===== src/rtl/csr_exec_unit_pkg.sv =====
// Shared definitions for the Zicsr execution unit: funct3 codes, FSM encodings,
// well-known CSR addresses and the captured request layout.
package csr_exec_unit_pkg;

    localparam logic [2:0] F3_CSRRW  = 3'b001;
    localparam logic [2:0] F3_CSRRS  = 3'b010;
    localparam logic [2:0] F3_CSRRC  = 3'b011;
    localparam logic [2:0] F3_CSRRWI = 3'b101;
    localparam logic [2:0] F3_CSRRSI = 3'b110;
    localparam logic [2:0] F3_CSRRCI = 3'b111;

    localparam logic [1:0] ST_IDLE  = 2'd0;
    localparam logic [1:0] ST_READ  = 2'd1;
    localparam logic [1:0] ST_WRITE = 2'd2;
    localparam logic [1:0] ST_RESP  = 2'd3;

    localparam logic [11:0] CSR_MSCRATCH_ADDR  = 12'h340;
    localparam logic [11:0] CSR_MVENDORID_ADDR = 12'hF11;

    typedef struct packed {
        logic [2:0]  funct3;
        logic [11:0] addr;
        logic [4:0]  src_idx;
        logic [4:0]  rd;
    } csr_req_t;

    // CSRs in the 0xC00-0xFFF window are read-only by address convention
    function automatic logic is_read_only(input logic [11:0] addr);
        return addr[11:10] == 2'b11;
    endfunction

endpackage


===== src/rtl/csr_exec_unit_if.sv =====
// Bundle of the issue-side handshake, result handshake and CSR register file ports.
// master = issue logic / register file side, slave = execution unit.
interface csr_exec_unit_if #(parameter int XLEN = 32);
    logic            in_valid;
    logic            in_ready;
    logic [2:0]      in_funct3;
    logic [11:0]     in_csr_addr;
    logic [4:0]      in_src_idx;
    logic [XLEN-1:0] in_rs1_val;
    logic [4:0]      in_rd;
    logic [11:0]     csr_r_addr;
    logic [XLEN-1:0] csr_r_val;
    logic [11:0]     csr_w_addr;
    logic [XLEN-1:0] csr_w_val;
    logic            csr_w_en;
    logic            out_valid;
    logic            out_ready;
    logic [4:0]      out_rd;
    logic [XLEN-1:0] out_val;
    logic            out_illegal;

    modport master (
        output in_valid, in_funct3, in_csr_addr, in_src_idx, in_rs1_val, in_rd,
        output csr_r_val, out_ready,
        input  in_ready, csr_r_addr, csr_w_addr, csr_w_val, csr_w_en,
        input  out_valid, out_rd, out_val, out_illegal
    );

    modport slave (
        input  in_valid, in_funct3, in_csr_addr, in_src_idx, in_rs1_val, in_rd,
        input  csr_r_val, out_ready,
        output in_ready, csr_r_addr, csr_w_addr, csr_w_val, csr_w_en,
        output out_valid, out_rd, out_val, out_illegal
    );
endinterface


===== src/rtl/csr_exec_unit_alu.sv =====
// Combinational Zicsr datapath: new CSR value, whether the op writes, and
// whether the encoding / target makes the instruction illegal.
module csr_exec_unit_alu
    import csr_exec_unit_pkg::*;
#(
    parameter int XLEN     = 32,
    parameter int RO_CHECK = 1
) (
    input  logic [2:0]      funct3,
    input  logic [XLEN-1:0] old_val,
    input  logic [XLEN-1:0] operand,
    input  logic [4:0]      src_idx,
    input  logic            ro_csr,
    output logic [XLEN-1:0] new_val,
    output logic            do_write,
    output logic            illegal
);
    logic bad_op;

    always_comb begin
        new_val  = old_val;
        do_write = 1'b0;
        bad_op   = 1'b0;
        unique case (funct3)
            F3_CSRRW, F3_CSRRWI: begin
                new_val  = operand;
                do_write = 1'b1;
            end
            // set/clear with x0 / zimm=0 is a pure read and must not write
            F3_CSRRS, F3_CSRRSI: begin
                new_val  = old_val | operand;
                do_write = |src_idx;
            end
            F3_CSRRC, F3_CSRRCI: begin
                new_val  = old_val & ~operand;
                do_write = |src_idx;
            end
            default: bad_op = 1'b1;
        endcase
    end

    assign illegal = bad_op || ((RO_CHECK != 0) && ro_csr && do_write);

endmodule


===== src/rtl/csr_exec_unit.sv =====
// Zicsr execution unit: sequences read / write / respond against the CSR
// register file, one instruction at a time.
//
// state | meaning
// IDLE  | ready for a request
// READ  | csr_r_addr presented, old value latched at end of cycle
// WRITE | csr_w_en pulsed if the op writes and is legal
// RESP  | result held on out_* until out_ready; may accept next request
module csr_exec_unit
    import csr_exec_unit_pkg::*;
#(
    parameter int XLEN     = 32,
    parameter int RO_CHECK = 1
) (
    input  logic          clock,
    input  logic          reset,
    csr_exec_unit_if.slave bus
);
    logic [1:0]      state_q;
    csr_req_t        req_q;
    logic [XLEN-1:0] operand_q;
    logic [XLEN-1:0] old_q;
    logic [XLEN-1:0] w_val_q;
    logic            illegal_q;
    logic            do_write_q;

    logic [XLEN-1:0] new_val;
    logic            do_write;
    logic            illegal;
    logic            accept;
    logic [XLEN-1:0] in_operand;

    csr_exec_unit_alu #(.XLEN(XLEN), .RO_CHECK(RO_CHECK)) u_alu (
        .funct3   (req_q.funct3),
        .old_val  (bus.csr_r_val),
        .operand  (operand_q),
        .src_idx  (req_q.src_idx),
        .ro_csr   (is_read_only(req_q.addr)),
        .new_val  (new_val),
        .do_write (do_write),
        .illegal  (illegal)
    );

    assign bus.in_ready = reset && ((state_q == ST_IDLE) ||
                                    ((state_q == ST_RESP) && bus.out_ready));
    assign accept       = bus.in_ready && bus.in_valid;
    assign in_operand   = bus.in_funct3[2] ? {{(XLEN-5){1'b0}}, bus.in_src_idx}
                                           : bus.in_rs1_val;

    always_ff @(posedge clock or negedge reset) begin
        if (!reset) begin
            state_q    <= ST_IDLE;
            req_q      <= '0;
            operand_q  <= '0;
            old_q      <= '0;
            w_val_q    <= '0;
            illegal_q  <= 1'b0;
            do_write_q <= 1'b0;
        end else begin
            if (accept) begin
                req_q.funct3  <= bus.in_funct3;
                req_q.addr    <= bus.in_csr_addr;
                req_q.src_idx <= bus.in_src_idx;
                req_q.rd      <= bus.in_rd;
                operand_q     <= in_operand;
            end
            unique case (state_q)
                ST_IDLE: if (accept) state_q <= ST_READ;
                ST_READ: begin
                    // write data is registered here so WRITE drives only flops
                    old_q      <= bus.csr_r_val;
                    w_val_q    <= new_val;
                    illegal_q  <= illegal;
                    do_write_q <= do_write;
                    state_q    <= ST_WRITE;
                end
                ST_WRITE: state_q <= ST_RESP;
                ST_RESP: begin
                    if (bus.out_ready) state_q <= accept ? ST_READ : ST_IDLE;
                end
                default: state_q <= ST_IDLE;
            endcase
        end
    end

    assign bus.csr_r_addr  = req_q.addr;
    assign bus.csr_w_addr  = req_q.addr;
    assign bus.csr_w_val   = w_val_q;
    assign bus.csr_w_en    = reset && (state_q == ST_WRITE) && do_write_q && !illegal_q;

    assign bus.out_valid   = (state_q == ST_RESP);
    assign bus.out_rd      = req_q.rd;
    assign bus.out_val     = illegal_q ? '0 : old_q;
    assign bus.out_illegal = illegal_q;

endmodule


===== src/flat_wrapper.sv =====
// flat-port wrapper written by rule: the top's interface ports become plain ports
module csr_exec_unit_flat import csr_exec_unit_pkg::*;
#(
    parameter int XLEN     = 32,
    parameter int RO_CHECK = 1
)
  (clock, reset, bus_in_valid, bus_in_funct3, bus_in_csr_addr, bus_in_src_idx, bus_in_rs1_val, bus_in_rd, bus_csr_r_val, bus_out_ready, bus_in_ready, bus_csr_r_addr, bus_csr_w_addr, bus_csr_w_val, bus_csr_w_en, bus_out_valid, bus_out_rd, bus_out_val, bus_out_illegal);
  csr_exec_unit_if #(.XLEN(XLEN)) bus_i ();
  input  logic clock;
  input  logic reset;
  input wire logic [$bits(bus_i.in_valid)-1:0] bus_in_valid;
  input wire logic [$bits(bus_i.in_funct3)-1:0] bus_in_funct3;
  input wire logic [$bits(bus_i.in_csr_addr)-1:0] bus_in_csr_addr;
  input wire logic [$bits(bus_i.in_src_idx)-1:0] bus_in_src_idx;
  input wire logic [$bits(bus_i.in_rs1_val)-1:0] bus_in_rs1_val;
  input wire logic [$bits(bus_i.in_rd)-1:0] bus_in_rd;
  input wire logic [$bits(bus_i.csr_r_val)-1:0] bus_csr_r_val;
  input wire logic [$bits(bus_i.out_ready)-1:0] bus_out_ready;
  output wire logic [$bits(bus_i.in_ready)-1:0] bus_in_ready;
  output wire logic [$bits(bus_i.csr_r_addr)-1:0] bus_csr_r_addr;
  output wire logic [$bits(bus_i.csr_w_addr)-1:0] bus_csr_w_addr;
  output wire logic [$bits(bus_i.csr_w_val)-1:0] bus_csr_w_val;
  output wire logic [$bits(bus_i.csr_w_en)-1:0] bus_csr_w_en;
  output wire logic [$bits(bus_i.out_valid)-1:0] bus_out_valid;
  output wire logic [$bits(bus_i.out_rd)-1:0] bus_out_rd;
  output wire logic [$bits(bus_i.out_val)-1:0] bus_out_val;
  output wire logic [$bits(bus_i.out_illegal)-1:0] bus_out_illegal;
  assign bus_i.in_valid = bus_in_valid;
  assign bus_i.in_funct3 = bus_in_funct3;
  assign bus_i.in_csr_addr = bus_in_csr_addr;
  assign bus_i.in_src_idx = bus_in_src_idx;
  assign bus_i.in_rs1_val = bus_in_rs1_val;
  assign bus_i.in_rd = bus_in_rd;
  assign bus_i.csr_r_val = bus_csr_r_val;
  assign bus_i.out_ready = bus_out_ready;
  assign bus_in_ready = bus_i.in_ready;
  assign bus_csr_r_addr = bus_i.csr_r_addr;
  assign bus_csr_w_addr = bus_i.csr_w_addr;
  assign bus_csr_w_val = bus_i.csr_w_val;
  assign bus_csr_w_en = bus_i.csr_w_en;
  assign bus_out_valid = bus_i.out_valid;
  assign bus_out_rd = bus_i.out_rd;
  assign bus_out_val = bus_i.out_val;
  assign bus_out_illegal = bus_i.out_illegal;
  csr_exec_unit #(.XLEN(XLEN), .RO_CHECK(RO_CHECK)) u_core (.clock(clock), .reset(reset), .bus(bus_i));
endmodule

===== config.mk =====
export PLATFORM = sky130hd
export DESIGN_NAME = csr_exec_unit_flat
export DESIGN_NICKNAME = d
export VERILOG_FILES = /design/src/rtl/csr_exec_unit_pkg.sv /design/src/rtl/csr_exec_unit_if.sv /design/src/rtl/csr_exec_unit_alu.sv /design/src/rtl/csr_exec_unit.sv /design/src/flat_wrapper.sv
export SDC_FILE = /design/constraint.sdc
export NUM_CORES = 1
export LEC_CHECK = 0
export ABC_AREA = 1
export BUFFER_PORTS_ARGS = -buffer_cell sky130_fd_sc_hd__buf_2
export CAP_MARGIN = 20
export CORE_MARGIN = 3
export CORE_UTILIZATION = 46
export DETAILED_ROUTE_END_ITERATION = 16
export PLACE_DENSITY = 0.76
export SYNTH_ARGS = -nofsm -noshare
export SYNTH_HDL_FRONTEND = slang
export SYNTH_SLANG_ARGS = --single-unit

===== constraint.sdc =====
create_clock -name clock -period 1.37 [get_ports clock]
set_input_delay 0.411 -clock clock [delete_from_list [all_inputs] [get_ports clock]]
set_output_delay 0.411 -clock clock [all_outputs]
set_load 0.02 [all_outputs]

==> reports/qor.yml <==
syn-mean-instance-area_um2: 8.31
antenna_violations_before_repair: 0
biggest_cell_delay_along_the_critical_path_ps: 450
rrSetupSlack_ps: -230
floorplan.rows: 40
critPathLaunchType: "register"
numPlacedInstances: 1028
nets: 1020
groute.usage.overall_pct: 23.4
cts.root.buffer_cell: "clkbuf_16"
fmax_ghz: 0.540
core_area_um2: 12300
first_global_vias: 5243
worst_reg2reg_path_endpoint: "u_core.bus.csr_w_val[26]"
mappedNetlistArea_um2: 5900
run_status: "complete, but fails checks"
layout.cells.non_filler: 1103
slew_viol_final: 0
setup_viol_count_final: 181
die_h_um: 119
total_routed_length_mm: 18.6
yosys_warnings: 0
post_synth_main_area_contributors: "dfrtp_1 53%, nand2_1 12%, nand3_1 7.2%, nor2_1 4.6%, buf_4 4.1%"
clock_power_share_pct: 17.8
drt-vias-per-instance: 5.16
placed_area_um2: 7290
global_route_wire_length_before_repair_mm: 26.4
worst-setup-path-type: "register to output pin"
fin_ws_ps: -483
cts-root-to-sink-buffers: 2
cellInternalPower_mw: 14.6
layout.cells.most_common: "nand2_1"
dieArea_um2: 14200
min_path_type: "input port to asynchronous set/reset pin"
synth_cells: 710
cp_cell_sequence: "inv_2, ha_4, inv_4, a21boi_4, buf_6"
worstSkewPairLatency_ps: 420
vias: 5692
final_min_period_over_clock_period_pct: 135
drt_drc_violations_left: 0
finalHoldViolCount: 0
rsz0062_at_grt: "true"
setup-tns-final_ps: -31560
pwr-share-comb_pct: 54.2
num-fill-cells: 815
postSynthRegisterBits: 124
net-switching-power_mw: 9.86
synth-seq-area-share_pct: 52.6
floorplan.initialDensity_pct: 48.1
violations: "negative setup slack"
synth_largest_area_cell: "dfrtp_1"
power.density_cell_area_nw_per_um2: 2680
floorplan.io_pins: 190
slew_headroom_pct: 65.5
mappedNetlistNets: 808
peakVddDrop_uv: 1580
clock_period_minus_worst_slack_ps: 1850
finClkSkew_ps: 11.9
hpwl_dp_mm: 10.8
detailedRoute.firstIterationViolations: 452
cts_inserted_buffers: 17
total_power_mw: 24.5
rr_worst_depth: 7
switching_share_pct: 40.3
clock_sinks: 124
detailedRoute.firstPassIterationCount: 5
critical_path.slowest_cell: "dfrtp_2"
critical_path_arrival_ps: 1440
diodes: 0
grt_max_degree: 96
die_w_um: 119
layout_common_cells: "183 x nand2_1, 119 x dfrtp_1, 100 x buf_6, 91 x buf_2, 84 x nand3_1"
worst_tran_pin_value_ps: 517
rr_startpoint: "u_core.state_q[1]"
stdcell_area_um2: 9130
layout-drive-gt1-share_pct: 39.9
seqPwrFrac_pct: 28.0
path_clk_slew_ps: 60
drv.max_cap_violation_count: 0
cts.htree.levels: 4
crit_path_max_fanout: 3
place.port_buffers: 189
synth_top_area_share_pct: 52.6
tritoncts_clock_tree: "built"
post-place-ws_ps: -220
required_ps: 960
synth.lib_cells_used.distinct: 19
leakagePower_nw: 4.39
route.antenna.remaining_nets: 0
syn2layout_area_growth_pct: 54.8
critPathCaptureType: "output pin"
overall_overflow_remaining_after_global_route: 0
routed_wire_length_per_instance_um: 16.9
routabilityCongestion: 0.805
[power by group through the flow]
stage / clock (mW) / sequential [mW] / combinational, mW
2_1_floorplan: 0 / 6.92 / 6.66
3_3_place_gp: 0 / 6.51 / 9.21
3_5_place_dp: 0 / 6.57 / 9.44
4_1_cts: 4.40 / 6.55 / 10.6
5_1_grt: 4.57 / 7.05 / 14.3
6_report: 4.35 / 6.85 / 13.3
[registers in the layout, summed over array words and instances, names as in the netlist]
signal and flops:
u_core.bus.csr_r_addr 12, u_core.bus.csr_w_val 32, u_core.bus.out_illegal 1, u_core.bus.out_rd 5
u_core.do_write_q 1, u_core.old_q 32, u_core.operand_q 32, u_core.req_q 7
u_core.state_q 2
[worst max-delay path by stage]
stage | startpoint | endpoint | slack [ps]
after detailed placement | u_core.state_q[0] | bus_in_ready | -220
final | u_core.state_q[1] | bus_in_ready | -480
after global placement | u_core.state_q[0] | bus_in_ready | -230
after global routing | u_core.state_q[0] | bus_csr_w_en | -540
after floorplan | u_core.state_q[1] | bus_in_ready | -60
after CTS | u_core.state_q[0] | bus_in_ready | -500
[kinds of logic (layout without fill, tap and decap cells)]
logic type      after synthesis  in the layout  share of synthesized area, %
flops                       124            124                          52.6
simple gates                348            348                          24.0
compound gates              110            110                          11.2
fa+ha+maj                     5              5                          1.06
buf+inv                     123            348                          11.2
[cells in the mapped netlist]
| cell | count |
|---|---|
| nand2_1 | 189 |
| dfrtp_1 | 124 |
| nand3_1 | 85 |
| nor2_1 | 73 |
| inv_1 | 45 |
| o21ai_0 | 39 |
| buf_4 | 32 |
| a31oi_1 | 31 |
| clkbuf_1 | 22 |
| o21ai_1 | 20 |
| o21ai_2 | 17 |
| buf_2 | 13 |
| buf_6 | 8 |
| ha_1 | 5 |
| a21oi_1 | 2 |
| buf_1 | 2 |
| a21boi_2 | 1 |
| clkinv_1 | 1 |
| nand4_1 | 1 |
[cell type report]
| type | instances | area, µm² | area share, % |
|---|---|---|---|
| Sequential cell | 124 | 3110 | 34.1 |
| Timing Repair Buffer | 270 | 2540 | 27.9 |
| Multi-Input combinational cell | 463 | 2510 | 27.5 |
| Clock buffer | 26 | 489 | 5.36 |
| Tap cell | 168 | 210 | 2.30 |
| Inverter | 46 | 178 | 1.95 |
| Clock inverter | 6 | 86.3 | 0.946 |
[per-stage QoR]
| stage | hold WS (ps) | utilization, % |
|---|---|---|
| after detailed placement | 340 | 59.4 |
| final | 35.9 | 74.4 |
| after global placement | 337 | 59.4 |
| after CTS | 14.6 | 67.5 |
| after global routing | 26.7 | 74.4 |
| after floorplan | 115 | - |
[per-layer routing]
metal,track usage (%),vias up,wire length [µm]
met4,8.62,0,411
met1,29.7,2714,7280
met5,0,-,0
met3,5.94,32,1360
li1,-,2699,-
met2,38.6,247,9600
[timing repair]
item                       in CTS  in global routing
setup endpoints to repair     207                221
hold buffers                    1                  0
resized for setup              86                164
cloned                          2                  7
pin swaps                       9                  8
buffers inserted                7                 28
hold endpoints to repair        2                  0
[critical path: cells and delay by family (launching register included)]
| family | cells | cell delay (ps) |
|---|---|---|
| fa+ha+maj | 1 | 140 |
| compound gates | 1 | 160 |
| buf+inv | 3 | 280 |
| flops | 1 | 450 |
Power figures use the tool's default switching activity.
